### src/rtl/serial_magnitude_comparator_if.sv
// rtl/serial_magnitude_comparator_if.sv - operand/result handshake bundle for the serial comparator
interface serial_magnitude_comparator_if #(
   parameter int WIDTH = 8
);
   logic             i_w_valid;
   logic             o_w_ready;
   logic [WIDTH-1:0] i_w_a;
   logic [WIDTH-1:0] i_w_b;
   logic             o_w_valid;
   logic             i_w_ready;
   logic             o_w_lt;
   logic             o_w_gt;
   logic             o_w_eq;
   logic             o_w_busy;

   modport master (
      output i_w_valid, i_w_a, i_w_b, i_w_ready,
      input  o_w_ready, o_w_valid, o_w_lt, o_w_gt, o_w_eq, o_w_busy
   );

   modport slave (
      input  i_w_valid, i_w_a, i_w_b, i_w_ready,
      output o_w_ready, o_w_valid, o_w_lt, o_w_gt, o_w_eq, o_w_busy
   );
endinterface

### src/rtl/serial_magnitude_comparator.sv
// rtl/serial_magnitude_comparator.sv - bit-serial MSB-first unsigned magnitude comparator
// Result is held in sticky lt/gt flags; eq is implied when neither was set.
module serial_magnitude_comparator #(
   parameter int WIDTH      = 8,
   parameter int EARLY_EXIT = 1
) (
   input logic                         i_w_clk,
   input logic                         i_w_rst_n,
   serial_magnitude_comparator_if.slave cmp
);
   localparam int CW = (WIDTH > 1) ? $clog2(WIDTH) : 1;

   typedef enum logic [1:0] {
      IDLE,
      SHIFT,
      DONE
   } state_t;

   state_t           state;
   state_t           state_nx;
   logic [WIDTH-1:0] sh_a;
   logic [WIDTH-1:0] sh_b;
   logic [CW-1:0]    cnt;
   logic             res_lt;
   logic             res_gt;
   logic             bit_lt;
   logic             bit_gt;
   logic             found;
   logic             exit_now;

   assign bit_lt   = ~sh_a[WIDTH-1] &  sh_b[WIDTH-1];
   assign bit_gt   =  sh_a[WIDTH-1] & ~sh_b[WIDTH-1];
   assign found    = res_lt | res_gt;
   // Leave SHIFT on the last bit, or on the first difference when early exit is enabled
   assign exit_now = (cnt == '0) || ((EARLY_EXIT != 0) && !found && (bit_lt || bit_gt));

   always_ff @(posedge i_w_clk or negedge i_w_rst_n) begin
      if (!i_w_rst_n) begin
         state <= IDLE;
      end else begin
         state <= state_nx;
      end
   end

   always_comb begin
      state_nx = state;
      case (state)
         IDLE:    if (cmp.i_w_valid) state_nx = SHIFT;
         SHIFT:   if (exit_now)      state_nx = DONE;
         DONE:    if (cmp.i_w_ready) state_nx = IDLE;
         default: state_nx = IDLE;
      endcase
   end

   always_ff @(posedge i_w_clk or negedge i_w_rst_n) begin
      if (!i_w_rst_n) begin
         sh_a   <= '0;
         sh_b   <= '0;
         cnt    <= '0;
         res_lt <= 1'b0;
         res_gt <= 1'b0;
      end else begin
         case (state)
            IDLE: begin
               if (cmp.i_w_valid) begin
                  sh_a   <= cmp.i_w_a;
                  sh_b   <= cmp.i_w_b;
                  cnt    <= CW'(WIDTH - 1);
                  res_lt <= 1'b0;
                  res_gt <= 1'b0;
               end
            end
            SHIFT: begin
               if (!found) begin
                  res_lt <= bit_lt;
                  res_gt <= bit_gt;
               end
               if (!exit_now) begin
                  sh_a <= sh_a << 1;
                  sh_b <= sh_b << 1;
                  cnt  <= cnt - CW'(1);
               end
            end
            default: begin
            end
         endcase
      end
   end

   // Result pins are gated by DONE so they stay low during and after reset
   assign cmp.o_w_ready = (state == IDLE);
   assign cmp.o_w_valid = (state == DONE);
   assign cmp.o_w_busy  = (state != IDLE);
   assign cmp.o_w_lt    = (state == DONE) &  res_lt;
   assign cmp.o_w_gt    = (state == DONE) &  res_gt;
   assign cmp.o_w_eq    = (state == DONE) & ~res_lt & ~res_gt;
endmodule
### src/flat_wrapper.sv
// flat-port wrapper written by rule: the top's interface ports become plain ports
module serial_magnitude_comparator_flat 
#(
   parameter int WIDTH      = 8,
   parameter int EARLY_EXIT = 1
)
  (i_w_clk, i_w_rst_n, cmp_i_w_valid, cmp_i_w_a, cmp_i_w_b, cmp_i_w_ready, cmp_o_w_ready, cmp_o_w_valid, cmp_o_w_lt, cmp_o_w_gt, cmp_o_w_eq, cmp_o_w_busy);
  serial_magnitude_comparator_if #(.WIDTH(WIDTH)) cmp_i ();
  input logic i_w_clk;
  input logic i_w_rst_n;
  input wire logic [$bits(cmp_i.i_w_valid)-1:0] cmp_i_w_valid;
  input wire logic [$bits(cmp_i.i_w_a)-1:0] cmp_i_w_a;
  input wire logic [$bits(cmp_i.i_w_b)-1:0] cmp_i_w_b;
  input wire logic [$bits(cmp_i.i_w_ready)-1:0] cmp_i_w_ready;
  output wire logic [$bits(cmp_i.o_w_ready)-1:0] cmp_o_w_ready;
  output wire logic [$bits(cmp_i.o_w_valid)-1:0] cmp_o_w_valid;
  output wire logic [$bits(cmp_i.o_w_lt)-1:0] cmp_o_w_lt;
  output wire logic [$bits(cmp_i.o_w_gt)-1:0] cmp_o_w_gt;
  output wire logic [$bits(cmp_i.o_w_eq)-1:0] cmp_o_w_eq;
  output wire logic [$bits(cmp_i.o_w_busy)-1:0] cmp_o_w_busy;
  assign cmp_i.i_w_valid = cmp_i_w_valid;
  assign cmp_i.i_w_a = cmp_i_w_a;
  assign cmp_i.i_w_b = cmp_i_w_b;
  assign cmp_i.i_w_ready = cmp_i_w_ready;
  assign cmp_o_w_ready = cmp_i.o_w_ready;
  assign cmp_o_w_valid = cmp_i.o_w_valid;
  assign cmp_o_w_lt = cmp_i.o_w_lt;
  assign cmp_o_w_gt = cmp_i.o_w_gt;
  assign cmp_o_w_eq = cmp_i.o_w_eq;
  assign cmp_o_w_busy = cmp_i.o_w_busy;
  serial_magnitude_comparator #(.WIDTH(WIDTH), .EARLY_EXIT(EARLY_EXIT)) u_core (.i_w_clk(i_w_clk), .i_w_rst_n(i_w_rst_n), .cmp(cmp_i));
endmodule
### config.mk
export PLATFORM = sky130hd
export DESIGN_NAME = serial_magnitude_comparator_flat
export DESIGN_NICKNAME = d
export VERILOG_FILES = /design/src/rtl/serial_magnitude_comparator_if.sv /design/src/rtl/serial_magnitude_comparator.sv /design/src/flat_wrapper.sv
export SDC_FILE = /design/constraint.sdc
export NUM_CORES = 1
export LEC_CHECK = 0
export CORE_UTILIZATION = 45
export DETAILED_ROUTE_END_ITERATION = 10
export GPL_ROUTABILITY_DRIVEN = 0
export PLACE_DENSITY_LB_ADDON = 0.1
export SETUP_SLACK_MARGIN = 0.1
export SLEW_MARGIN = 15
export SYNTH_ARGS = -nofsm -noshare
export SYNTH_HDL_FRONTEND = slang
export SYNTH_SLANG_ARGS = --single-unit
### constraint.sdc
create_clock -name i_w_clk -period 2.3 [get_ports i_w_clk]
set_clock_uncertainty 0.2 [all_clocks]
set_input_delay 0.69 -clock i_w_clk [delete_from_list [all_inputs] [get_ports i_w_clk]]
set_output_delay 0.69 -clock i_w_clk [all_outputs]
set_load 0.02 [all_outputs]
==> metrics <==
reg2reg setup slack 330 ps; Post-synth ARST share 100.0%; post-synthesis cell area 0.001156 mm2; layout cells sized above 1 31.50%; Placed Cells 152; sequential fraction of design power 38.1%; slowest CP cell dfrtp_1; crit path launch type register; worst reg2reg path depth 6; CP Cell Sequence or2b_1, inv_2, and2_4, buf_6; Worst Setup SP u_core.state[0]; die span in y 52.69 um; relative slew slack 80.68%; Final Non-Filler Cells 157; Total Wirelength 2.187 mm; critical path type reg2out; fillers 200; clock power share 9.8%; Sw Pwr 0.6992 mW; Net Count, Synth 119; Slew Viols, Final 0; DR pass1 iterations 4; Area contributors post-synth dfrtp_1 (50%), o221a_2 (9.7%), nand2b_1 (8.1%); initial antenna violation count 0; overall routing resource usage 18.75%; Overall Power 1.899 mW; Ys Warns 0; Port Buf Inserts 25; r2r startpoint u_core.sh_b[7]; Leakage 0.6541 nW; most frequent cell after synthesis dfrtp_1; Worst EP arrival 1350 ps; CTS tree done; DRT met1 WL 1.054 mm; first-pass GRT wire length 3.726 mm; clock latency on the worst-skew pair 310 ps; status finished clean; largest net degree at the start of global routing 24; Root Buffer clkbuf_4; most frequent cells after synthesis dfrtp_1 (23), nand2b_1 (15), o221a_2 (10); RSZ-0062 raised after global routing yes; Post-route DRC 0; Seq/Total Area, Yosys 49.78%; f_max 446.8 MHz; Post-CTS Hold Buffers 0; P per Cell Area 1258 mW/mm2; CTS H-Tree Depth 1; die area 0.002776 mm2; Antenna Cells 0; crit path to cmp_o_w_lt; Hold Path Depth 1; met2 wire len 1.032 mm; post-synth top area share 49.78%; die width 52.69 um; remaining antenna violation count after routing 0; endpoints failing hold 0; Worst setup EP type output pin; Max stage delay on crit path 430 ps; IO Pins 26; Final nets 152; Critical Path RT 1410 ps; TritonCTS Sinks 23; synthesized flop and latch total 23; CORE AREA 0.002455 mm2; Cells after Synth 95; internal power 1.200 mW; VDD IR-drop max 0.7887 mV; Initial Utilization 47.09%; met3 wire length 84 um; Post-Syn Area per Cell 12.17 um2; Slew @ Worst Pin 288.3 ps; part of the power in combinational logic 52.1%; Setup-failing EPs final 0; max layer used met4; number of global-route vias before repair 814; Unique masters post-synth 28; Hold WC Path Type reg2reg; row count 18; Max Cap Violations 0; Vias/cell 5.306; hold_sp u_core.sh_a[0]; DP HPWL 1.501 mm; fin crit share 97.31%; DRT iter0 DRCs 17; area delta synth->final 30.52%; Clock Pin Slew Worst Setup and Hold Paths 120 ps; switching share of power 36.82%; via count 833; WL/cell 13.93 um; global route total overflow 0; minimum clock period 2238 ps; Post-synth EDFFs 0; total CTS buffers 3; Synth Flop Type dfrtp_1; CTS Buffer Depth 2; reg2reg end u_core.sh_a[7]; crit path max fanout 4; Synth area leader dfrtp_1
## power groups by stage
stage	clock (mW)	combinational [mW]	sequential (mW)
after floorplan	0	0.729	0.696
after global placement	0	0.978	0.723
after detailed placement	0	0.998	0.727
after CTS	0.192	0.981	0.720
after global routing	0.211	1.09	0.743
final	0.186	0.989	0.724
## worst max-delay path: cells and delay by family, from the launching register on
kind | cells | cell delay (ps)
DFF | 1 | 430
and+or+nand+nor | 2 | 420
buffers and inverters | 2 | 190
## final cells by class
| type | instances | area (um2) | share of cell area (%) |
|---|---|---|---|
| Timing Repair Buffer | 33 | 320.3 | 21.23 |
| Inverter | 6 | 22.52 | 1.493 |
| Clock buffer | 3 | 22.52 | 1.493 |
| Clock inverter | 1 | 5.005 | 0.3317 |
| Sequential cell | 23 | 575.6 | 38.14 |
| Tap cell | 30 | 37.54 | 2.488 |
| Multi-Input combinational cell | 61 | 525.5 | 34.83 |
## cells in the final DEF, fill, tap and decap left out, types with 2 or more instances in the layout
master	Yosys	routed
nand2_1	2	2
ha_1	4	4
and2_1	4	2
and2_4	0	2
or2_2	2	2
dfrtp_1	23	23
buf_2	1	3
buf_12	0	2
buf_6	3	2
o221a_1	5	5
buf_4	0	7
nor3_2	1	2
a31o_2	2	2
clkbuf_4	0	3
o21ai_0	2	2
nand2b_1	15	15
inv_1	6	5
o221a_2	10	10
clkdlybuf4s50_1	0	19
a32o_1	2	2
## per-stage QoR
| step | TNS (ps) | setup slack (ps) | hold slack (ps) | utilization, % | instance area [um2] |
|---|---|---|---|---|---|
| 6_report | 0 | 61.81 | 327.4 | 61.47 | 1509 |
| 5_1_grt | -42.37 | -23.83 | 356.0 | 61.47 | 1509 |
| 4_1_cts | 0 | 63.62 | 328.8 | 60.60 | 1488 |
| 3_5_place_dp | -92.63 | -52.27 | 299.0 | 60.24 | 1479 |
| 3_3_place_gp | -11.95 | -6.649 | 293.7 | 60.24 | 1479 |
| 2_1_floorplan | 0 | 301.8 | 194.4 | - | 1156 |
## layer usage
| layer | up-vias | global-route usage [%] |
|---|---|---|
| li1 | 410 | - |
| met1 | 405 | 26.34 |
| met2 | 16 | 28.06 |
| met3 | 2 | 6.087 |
| met4 | 0 | 3.947 |
| met5 | - | 0 |
## repair_timing
action / in CTS / in global routing
gates resized for setup: 30 / 4
setup endpoints to repair: 6 / 5
setup buffers: 0 / 1
## how the worst min path moves through the flow
stage / endpoint / slack (ps)
2_1_floorplan: u_core.cnt[0] / 190
3_3_place_gp: u_core.sh_a[0] / 290
3_5_place_dp: u_core.sh_a[0] / 300
4_1_cts: u_core.sh_a[0] / 330
5_1_grt: u_core.sh_b[0] / 360
6_report: u_core.sh_a[0] / 330
## logic make-up (layout without fill, tap and decap cells)
kind of cell	Yosys count	after routing	synth area share [%]
and+or+nand+nor	33	33	18.62
muxes	2	2	1.840
AOI/OAI and AO/OA	22	22	19.81
adders and majority gates	4	4	4.329
DFF	23	23	49.78
buffers and inverters	11	43	5.627
## sequential cells by signal (all words and copies together), names as in the netlist
| register | flops |
|---|---|
| u_core.sh_a | 8 |
| u_core.sh_b | 8 |
| u_core.cnt | 3 |
| u_core.state | 2 |
| u_core.res_gt | 1 |
| u_core.res_lt | 1 |
(Power assumes the default switching activity.)
